**src/rtl/tetris_input_ctrl_if.sv**
```systemverilog
// rtl/tetris_input_ctrl_if.sv - core state/command type and the button/core-side bundle of the input controller
package tetris_pkg;
    typedef enum logic [3:0] {
        NONE       = 4'd0,
        INIT       = 4'd1,
        WAIT       = 4'd2,
        END        = 4'd3,
        HOLD       = 4'd4,
        DROP       = 4'd5,
        ROTATE     = 4'd6,
        ROTATE_REV = 4'd7,
        LEFT       = 4'd8,
        RIGHT      = 4'd9,
        DOWN       = 4'd10,
        BAR        = 4'd11,
        FALL       = 4'd12,
        CLEAR      = 4'd13
    } state_type;
endpackage

interface tetris_input_ctrl_if;
    import tetris_pkg::*;

    logic        btn_left;
    logic        btn_right;
    logic        btn_down;
    logic        btn_drop;
    logic        btn_rot;
    logic        btn_rot_rev;
    logic        btn_hold;
    logic [2:0]  speed;
    logic [31:0] rng;
    state_type   core_state;
    state_type   ctrl;
    logic [9:0]  bar_mask;

    modport master (
        input  btn_left, btn_right, btn_down, btn_drop, btn_rot, btn_rot_rev, btn_hold,
        input  speed, rng, core_state,
        output ctrl, bar_mask
    );

    modport slave (
        output btn_left, btn_right, btn_down, btn_drop, btn_rot, btn_rot_rev, btn_hold,
        output speed, rng, core_state,
        input  ctrl, bar_mask
    );
endinterface

```
**src/rtl/tetris_input_ctrl.sv**
```systemverilog
// rtl/tetris_input_ctrl.sv - turns buttons, gravity and garbage timers into one-cycle core commands
module tetris_input_ctrl
    import tetris_pkg::*;
#(
    parameter int unsigned GRAVITY_TICKS = 50_000_000,
    parameter int unsigned DAS_TICKS     = 10_000_000,
    parameter int unsigned ARR_TICKS     = 2_500_000,
    parameter int unsigned BAR_TICKS     = 500_000_000
) (
    input  logic                 clk,
    input  logic                 reset,
    tetris_input_ctrl_if.master  bus
);

    // Pending-bit index doubles as issue priority: lower index wins.
    localparam int P_HOLD = 0;
    localparam int P_DROP = 1;
    localparam int P_DOWN = 6;
    localparam int P_BAR  = 7;

    localparam logic [31:0] GRAV_C = 32'(GRAVITY_TICKS);
    localparam logic [31:0] DAS_C  = 32'(DAS_TICKS);
    localparam logic [31:0] ARR_M1 = 32'(ARR_TICKS) - 32'd1;
    localparam logic [31:0] BAR_C  = 32'(BAR_TICKS);

    logic [6:0]  btn;
    logic [6:0]  btn_prev;
    logic [6:0]  press;
    logic [7:0]  pend;
    logic [7:0]  pend_set;
    logic [7:0]  pend_next;
    logic [7:0]  issue;
    logic [2:0]  rep_btn;
    logic [2:0]  rep_on;
    logic [2:0]  rep_fire;
    logic [31:0] rep_cnt [3];
    logic [31:0] grav_cnt;
    logic [31:0] grav_inc;
    logic [31:0] grav_period;
    logic [31:0] bar_cnt;
    logic [31:0] bar_inc;
    logic        idle_state;
    logic        wait_state;
    logic        run;
    logic        grav_fire;
    logic        bar_fire;
    logic        bar_latch;
    logic        bar_keep;
    logic [3:0]  hole;
    logic [9:0]  hole_mask;
    logic [9:0]  bar_mask_q;
    state_type   ctrl_q;
    state_type   ctrl_next;
    logic        unused_rng;

    assign unused_rng = ^bus.rng[31:4];

    assign btn = {bus.btn_down, bus.btn_right, bus.btn_left, bus.btn_rot_rev,
                  bus.btn_rot, bus.btn_drop, bus.btn_hold};
    assign press   = btn & ~btn_prev;
    assign rep_btn = btn[6:4];

    assign idle_state = (bus.core_state == INIT) || (bus.core_state == END);
    assign wait_state = (bus.core_state == WAIT);
    assign run        = !idle_state;

    always_comb begin
        grav_period = GRAV_C >> bus.speed;
        if (grav_period == 32'd0) begin
            grav_period = 32'd1;
        end
    end

    assign grav_inc  = grav_cnt + 32'd1;
    assign grav_fire = run && (grav_inc >= grav_period - 32'd1);
    assign bar_inc   = bar_cnt + 32'd1;
    assign bar_fire  = run && (BAR_C != 32'd0) && (bar_inc >= BAR_C - 32'd1);
    assign bar_latch = bar_fire && !pend[P_BAR];

    // Repeat only starts from a real press, so a button held through reset stays silent.
    always_comb begin
        rep_fire = '0;
        for (int i = 0; i < 3; i++) begin
            rep_fire[i] = rep_btn[i] && (rep_on[i] ? (rep_cnt[i] == ARR_M1) : (rep_cnt[i] == DAS_C));
        end
    end

    always_comb begin
        issue = '0;
        if (ctrl_q == NONE) begin
            if (wait_state) begin
                for (int i = 7; i >= 0; i--) begin
                    if (pend[i]) begin
                        issue = 8'd1 << i;
                    end
                end
            end else if (idle_state && pend[P_DROP]) begin
                issue[P_DROP] = 1'b1;
            end
        end
    end

    always_comb begin
        case (issue)
            8'b0000_0001: ctrl_next = HOLD;
            8'b0000_0010: ctrl_next = DROP;
            8'b0000_0100: ctrl_next = ROTATE;
            8'b0000_1000: ctrl_next = ROTATE_REV;
            8'b0001_0000: ctrl_next = LEFT;
            8'b0010_0000: ctrl_next = RIGHT;
            8'b0100_0000: ctrl_next = DOWN;
            8'b1000_0000: ctrl_next = BAR;
            default:      ctrl_next = NONE;
        endcase
    end

    // New sets are OR-ed after the issue clear, so a fresh event on the issuing edge survives.
    assign pend_set = {bar_fire,
                       press | {rep_fire, 4'b0000} | {grav_fire, 6'b00_0000}};

    always_comb begin
        pend_next = '0;
        if (idle_state) begin
            pend_next[P_DROP] = (pend[P_DROP] & ~issue[P_DROP]) | press[P_DROP];
        end else begin
            pend_next = (pend & ~issue) | pend_set;
        end
    end

    assign hole      = (bus.rng[3:0] >= 4'd10) ? (bus.rng[3:0] - 4'd10) : bus.rng[3:0];
    assign hole_mask = 10'd1 << hole;
    // Mask lives while BAR is pending, on its issue edge, and through the pulse cycle itself.
    assign bar_keep  = pend_next[P_BAR] | issue[P_BAR] | (ctrl_q == BAR);

    always_ff @(posedge clk) begin
        if (reset) begin
            btn_prev   <= '1;
            pend       <= '0;
            ctrl_q     <= NONE;
            bar_mask_q <= '0;
            grav_cnt   <= '0;
            bar_cnt    <= '0;
            rep_on     <= '0;
            for (int i = 0; i < 3; i++) begin
                rep_cnt[i] <= '0;
            end
        end else begin
            btn_prev <= btn;
            pend     <= pend_next;
            ctrl_q   <= ctrl_next;

            if (!run || grav_fire || issue[P_DOWN] || issue[P_DROP]) begin
                grav_cnt <= '0;
            end else begin
                grav_cnt <= grav_inc;
            end

            if (!run || (BAR_C == 32'd0) || bar_fire) begin
                bar_cnt <= '0;
            end else begin
                bar_cnt <= bar_inc;
            end

            if (bar_latch) begin
                bar_mask_q <= hole_mask;
            end else if (!bar_keep) begin
                bar_mask_q <= '0;
            end

            for (int i = 0; i < 3; i++) begin
                if (!rep_btn[i]) begin
                    rep_cnt[i] <= '0;
                    rep_on[i]  <= 1'b0;
                end else if (rep_fire[i]) begin
                    rep_cnt[i] <= '0;
                    rep_on[i]  <= 1'b1;
                end else if (press[4 + i] || rep_on[i] || (rep_cnt[i] != 32'd0)) begin
                    rep_cnt[i] <= rep_cnt[i] + 32'd1;
                end
            end
        end
    end

    assign bus.ctrl     = ctrl_q;
    assign bus.bar_mask = bar_mask_q;

endmodule

```
**src/flat_wrapper.sv**
```systemverilog
// flat-port wrapper written by rule: the top's interface ports become plain ports
module tetris_input_ctrl_flat import tetris_pkg::*;
#(
    parameter int unsigned GRAVITY_TICKS = 50_000_000,
    parameter int unsigned DAS_TICKS     = 10_000_000,
    parameter int unsigned ARR_TICKS     = 2_500_000,
    parameter int unsigned BAR_TICKS     = 500_000_000
)
  (clk, reset, bus_btn_left, bus_btn_right, bus_btn_down, bus_btn_drop, bus_btn_rot, bus_btn_rot_rev, bus_btn_hold, bus_speed, bus_rng, bus_core_state, bus_ctrl, bus_bar_mask);
  tetris_input_ctrl_if bus_i ();
  input  logic clk;
  input  logic reset;
  input wire logic [$bits(bus_i.btn_left)-1:0] bus_btn_left;
  input wire logic [$bits(bus_i.btn_right)-1:0] bus_btn_right;
  input wire logic [$bits(bus_i.btn_down)-1:0] bus_btn_down;
  input wire logic [$bits(bus_i.btn_drop)-1:0] bus_btn_drop;
  input wire logic [$bits(bus_i.btn_rot)-1:0] bus_btn_rot;
  input wire logic [$bits(bus_i.btn_rot_rev)-1:0] bus_btn_rot_rev;
  input wire logic [$bits(bus_i.btn_hold)-1:0] bus_btn_hold;
  input wire logic [$bits(bus_i.speed)-1:0] bus_speed;
  input wire logic [$bits(bus_i.rng)-1:0] bus_rng;
  input wire logic [$bits(bus_i.core_state)-1:0] bus_core_state;
  output wire logic [$bits(bus_i.ctrl)-1:0] bus_ctrl;
  output wire logic [$bits(bus_i.bar_mask)-1:0] bus_bar_mask;
  assign bus_i.btn_left = bus_btn_left;
  assign bus_i.btn_right = bus_btn_right;
  assign bus_i.btn_down = bus_btn_down;
  assign bus_i.btn_drop = bus_btn_drop;
  assign bus_i.btn_rot = bus_btn_rot;
  assign bus_i.btn_rot_rev = bus_btn_rot_rev;
  assign bus_i.btn_hold = bus_btn_hold;
  assign bus_i.speed = bus_speed;
  assign bus_i.rng = bus_rng;
  assign bus_i.core_state = bus_core_state;
  assign bus_ctrl = bus_i.ctrl;
  assign bus_bar_mask = bus_i.bar_mask;
  tetris_input_ctrl #(.GRAVITY_TICKS(GRAVITY_TICKS), .DAS_TICKS(DAS_TICKS), .ARR_TICKS(ARR_TICKS), .BAR_TICKS(BAR_TICKS)) u_core (.clk(clk), .reset(reset), .bus(bus_i));
endmodule
```
**config.mk**
```make
export PLATFORM = sky130hd
export DESIGN_NAME = tetris_input_ctrl_flat
export DESIGN_NICKNAME = d
export VERILOG_FILES = /design/src/rtl/tetris_input_ctrl_if.sv /design/src/rtl/tetris_input_ctrl.sv /design/src/flat_wrapper.sv
export SDC_FILE = /design/constraint.sdc
export NUM_CORES = 1
export LEC_CHECK = 0
export CORE_ASPECT_RATIO = 0.5
export CORE_MARGIN = 1
export CORE_UTILIZATION = 55
export CTS_CLUSTER_DIAMETER = 100
export DETAILED_ROUTE_END_ITERATION = 10
export GPL_ROUTABILITY_DRIVEN = 0
export GPL_TIMING_DRIVEN = 1
export PLACE_DENSITY_LB_ADDON = 0.15
export SYNTH_ARGS = -nofsm -noshare
export SYNTH_HDL_FRONTEND = slang
export SYNTH_SLANG_ARGS = --single-unit
```
**constraint.sdc**
```tcl
create_clock -name clk -period 4.2 [get_ports clk]
set_clock_uncertainty 0.15 [all_clocks]
set_input_delay 1.26 -clock clk [delete_from_list [all_inputs] [get_ports clk]]
set_output_delay 1.26 -clock clk [all_outputs]
set_load 0.02 [all_outputs]
```
**After elaboration in Yosys (flattened, before gate mapping)**

Memory sizes are Yosys's and may differ from the RTL's.
Cells that the tools add are included.

- Bits in registers: 96
- Memory bits (writable): 96
- Bits of input ports: 48
- Output and inout port bits: 14
- Logic and storage cells: 167
- Memories: 1

- $add $sub $neg: 7
- Order comparisons: 3
- Eq/ne operators: 19
- Shifts and indexed selects: 2
- Mux-type cells: 70
- Bitwise gates (word level): 24
- Reduce and logical (&&, ||, !) cells: 31

Memories:

| memory | words | width | rd ports | clocked after memory_dff | wr ports | RTL line | text |
|---|---|---|---|---|---|---|---|
| u_core.rep_cnt | 3 | 32 | 3 | 0 | 3 | tetris_input_ctrl.sv:36 | `logic [31:0] rep_cnt [3];` |

Operators by type and width:

| kind | count |
|---|---|
| $mux W32 | 10 |
| $add A32 B1 Y32 const B | 5 |
| $eq A32 B22 Y1 const B | 3 |
| $eq A32 B24 Y1 const B | 3 |
| $reduce_bool A32 Y1 | 3 |
| $mux W8 | 9 |
| $mux W1 | 45 |
| $ge A32 B29 Y1 const B | 1 |
| $ge A32 B32 Y1 | 1 |
| $logic_not A32 Y1 | 1 |
| $pmux W4 S8 | 1 |
| $shr A26 B3 Y32 const A | 1 |
| $sub A32 B1 Y32 const B | 1 |
| $mux W10 | 2 |
| $or A7 B7 Y7 | 2 |
| $mux W6 | 2 |
| $or A1 B1 Y1 | 12 |
| $reduce_or A2 Y1 | 6 |
| $logic_or A1 B1 Y1 | 11 |
| $shl A1 B4 Y10 const A | 1 |
| $and A8 B8 Y8 | 1 |
| $eq A4 B2 Y1 const B | 2 |
| $eq A8 B1 Y1 const B | 1 |
| $eq A8 B2 Y1 const B | 1 |
| other kinds (21) | 31 |

**Depth between registers and ports, before layout**

- Depth in word-level cells: 18
- Gate-level depth with buffers: 19
- Mapped depth without buffers: 18

**Least setup slack after synthesis**

OpenSTA, ideal clock, no wires.

- Kind: input port to flip-flop
- From: input bus_speed[2]
- To: register u_core.grav_cnt[10]
- Setup time: 0.065 ns
- Arrival: 3.603 ns
- Data required time: 3.985 ns
- Path slack: 0.382 ns
- Stages: 13
- Path buffers: 2
- Cells stage by stage: clkbuf_1 -> or3_1 -> ha_1 -> a21o_1 -> a21o_1 -> a21o_1 -> a21o_1 -> a21oi_1 -> o21ai_0 -> a211oi_1 -> nand3b_2 -> buf_4 -> nor2b_1

- Word-level cells in the longest chain between the ends: 10

RTL lines:

| what | RTL line | text |
|---|---|---|
| from (decl) | flat_wrapper.sv:20 | `input wire logic [$bits(bus_i.speed)-1:0] bus_speed;` |
| $shr A26 B3 Y32 * | tetris_input_ctrl.sv:68 | `grav_period = GRAV_C >> bus.speed;` |
| $logic_not A32 Y1 | tetris_input_ctrl.sv:69 | `if (grav_period == 32'd0) begin` |
| $mux W32 * | tetris_input_ctrl.sv:69 |  |
| $sub A32 B1 Y32 * | tetris_input_ctrl.sv:75 | `assign grav_fire = run && (grav_inc >= grav_period - 32'd1);` |
| $ge A32 B32 Y1 * | tetris_input_ctrl.sv:75 |  |
| $logic_and A1 B1 Y1 * | tetris_input_ctrl.sv:75 |  |
| $logic_or A1 B1 Y1 * (3 in a row) | tetris_input_ctrl.sv:152 | `if (!run \|\| grav_fire \|\| issue[P_DOWN] \|\| issue[P_DROP]) begin` |
| $reduce_or A2 Y1 (no source line) * | n/a |  |
| to (signal assigned) | tetris_input_ctrl.sv:155 | `grav_cnt <= grav_inc;` |
| to (decl) | tetris_input_ctrl.sv:37 | `logic [31:0] grav_cnt;` |

Every way passes the cells marked *; elsewhere a longest branch is shown, timed or not.
A chain may end at the register's enable or synchronous reset.

**Final worst setup path**

- From: input bus_speed[1]
- To: register u_core.grav_cnt[30]

Same word-level chain as after synthesis.

==> flow_summary.ini <==
[run_status]
status = complete, no violations

[route]
wl_um = 23200
avgRoutedWirePerCell_um = 14.7
final_antenna_net_count = 0
via_count = 9014
dr.pass1.iters = 5
drtIter0Drc = 589
viasPerCell = 5.70
route.detailed.drc = 0

[layout]
final_common_cell = nor2_1
ff_latch_area_mm2 = 0.00481
diodes = 0
synthToLayoutAreaGrowth_pct = 13.0
layout_common_cells = 196 x nor2_1, 96 x nand2_1, 96 x edfxtp_1
fillers = 1609
drive_gt1_frac = 0.0866
nNetsFinal = 1394
design_area_mm2 = 0.0126
fin_cells = 1582
multi_input_area_mm2 = 0.00606

[place]
placed_area_mm2 = 0.0120
hpwl_um = 16800
dp_cells = 1550
numPortBuffers = 33

[grt]
grt_max_degree = 33
track_usage = 0.232
gr-total-overflow = 0
antenna_found_initial = 0
grt_pass1_vias = 8466
grt_pass1_wl_um = 39300

[power_and_ir_drop]
power_density_mw_per_mm2 = 404
total_power_mw = 5.11
static-leakage-power_nw = 4.70
vdd_ir_drop_max_v = 0.000268

[cts]
clock_latency_ns = 0.45
cts_buffers = 17
post_cts_buffers = 0
clkTransAtPathRegs_ns = 0.07
cts_tree = built
ctsRootBufferMaster = clkbuf_16
clockBufferDepth = 2
htree_levels = 4
cts_sinks = 192
ctsHoldBuffers = 0

[timing]
setup_viol = 0
max_freq_mhz = 248
period_minus_slack_ns = 4.03
whs_ns = 0.330
maxSlewHeadroom = 0.455
drv_slew = 0
rsz0062_at_grt = no
worst_pin_slew_ns = 0.810
final_hold_viol_count = 0
fin_crit_sh = 0.959

[critical_path]
start_kind = input port
required_ns = 4.42
crit_arrival_ns = 4.25
path_class = in2reg
setup.worst_path.end_class = register
crit_fanout = 32

[floorplan]
core_area_mm2 = 0.0197
die_y_um = 103
io_pins = 62
num_rows = 36
dieArea_mm2 = 0.0209
start_util = 0.568
dieWidth_um = 204

[synthesis]
synth_top_area_share = 0.258
yosysWarnings = 0
netlist.top_cell.by_area = edfxtp_1
ys_seq_area_frac = 0.430
synth_top_flop_cell = edfxtp_1
syn_area_mm2 = 0.0112
synthCells = 1242
synth.avg_cell_area_um2 = 9.00
ys_types = 72
synth.area.top_cells = edfxtp_1 26%, dfxtp_1 17%, nor2_1 6.7%
ys_ff_latch = 192
async_flop_share = 0
synth-edff-count = 96

[flow_run]
drv_cap = 0

[hold_path]
hp-class = reg2reg
worst max-delay path, stage by stage:
cell	delay, ns
clkdlybuf4s50_1	0.57
nand2b_1	0.16
nand2b_1	0.15
nand2_1	0.08
ha_1	0.30
a21o_1	0.16
a21o_1	0.17
a21o_1	0.17
a21o_1	0.17
a21oi_1	0.14
o21ai_1	0.10
a211oi_2	0.25
buf_4	0.15
nand3b_2	0.10
buf_12	0.19
nor2b_1	0.12
what timing repair did:
action                     4_1_cts  5_1_grt
pin swaps                        0        3
gates resized for setup          2       13
setup endpoints to repair       31       33
worst paths after layout:
kind | from | to | slack [ns] | cells past startpoint
worst max-delay path | bus_speed[1] | u_core.grav_cnt[30] | 0.17 | 16
worst min-delay path | u_core.bus.bar_mask[9] | u_core.bus.bar_mask[9] | 0.33 | 2
worst max register to register | u_core.grav_cnt[3] | u_core.grav_cnt[30] | 0.24 | 20
worst min register to register | u_core.bus.bar_mask[9] | u_core.bus.bar_mask[9] | 0.33 | 2
logic make-up (layout without fill, tap and decap cells):
| family | count (synthesis) | count (layout) | synth area share |
|---|---|---|---|
| AO/OA/AOI/OAI | 135 | 135 | 0.0839 |
| XOR/XNOR | 143 | 143 | 0.112 |
| adder cells (fa/ha/maj) | 43 | 43 | 0.0481 |
| buffers and inverters | 90 | 157 | 0.0333 |
| flip-flops | 192 | 192 | 0.430 |
| multiplexers | 4 | 4 | 0.00370 |
| other | 2 | 9 | 0.000672 |
| AND/OR/NAND/NOR | 633 | 633 | 0.288 |
cell usage after synthesis (27+ instances only):
| master | number |
|---|---|
| a21oi_1 | 27 |
| xnor2_1 | 66 |
| ha_1 | 43 |
| inv_1 | 45 |
| nor2b_1 | 46 |
| xor2_1 | 77 |
| nor3_1 | 29 |
| nand2_1 | 96 |
| nor2_1 | 199 |
| o21ai_0 | 29 |
| edfxtp_1 | 96 |
| nand4_1 | 35 |
| nand3_1 | 73 |
| dfxtp_1 | 96 |
| clkbuf_1 | 27 |
| and3_1 | 37 |
state kept, by name, summed over array words and instances (netlist names):
register             cells
u_core.bar_cnt          32
u_core.btn_prev          7
u_core.bus.bar_mask     10
u_core.bus.ctrl          4
u_core.grav_cnt         32
u_core.pend              8
u_core.rep_cnt          96
u_core.rep_on            3
power breakdown:
part	switching (mW)	total, mW	leakage [nW]	internal (mW)
Clock	0.719	1.56	0.286	0.845
Combinational	0.570	0.966	2.47	0.396
Sequential	0.309	2.58	1.94	2.27
Total	1.60	5.11	4.70	3.51
routing by layer:
metal / vias to the layer above / GRT usage / part of all wire
li1: 4525 / - / -
met1: 4287 / 0.299 / 0.47
met2: 173 / 0.391 / 0.48
met3: 29 / 0.0424 / 0.035
met4: 0 / 0.0943 / 0.015
met5: - / 0 / 0
metrics by stage:
step	utilization	worst slack, ns	TNS [ns]
3_3_place_gp	0.611	-0.243	-7.77
3_5_place_dp	0.611	-0.371	-11.19
6_report	0.642	0.171	0
5_1_grt	0.642	0.00172	0
2_1_floorplan	-	0.382	0
4_1_cts	0.640	0.0329	0
cell type report:
| cell class | instances | share of cell area |
|---|---|---|
| timing repair buffer | 79 | 0.0547 |
| inverter | 46 | 0.0137 |
| clock buffer | 22 | 0.0392 |
| multi-input combinational | 967 | 0.480 |
| clock inverter | 10 | 0.00584 |
| sequential | 192 | 0.381 |
| tap | 266 | 0.0263 |
No activity file was read; power rests on OpenSTA's default activity.
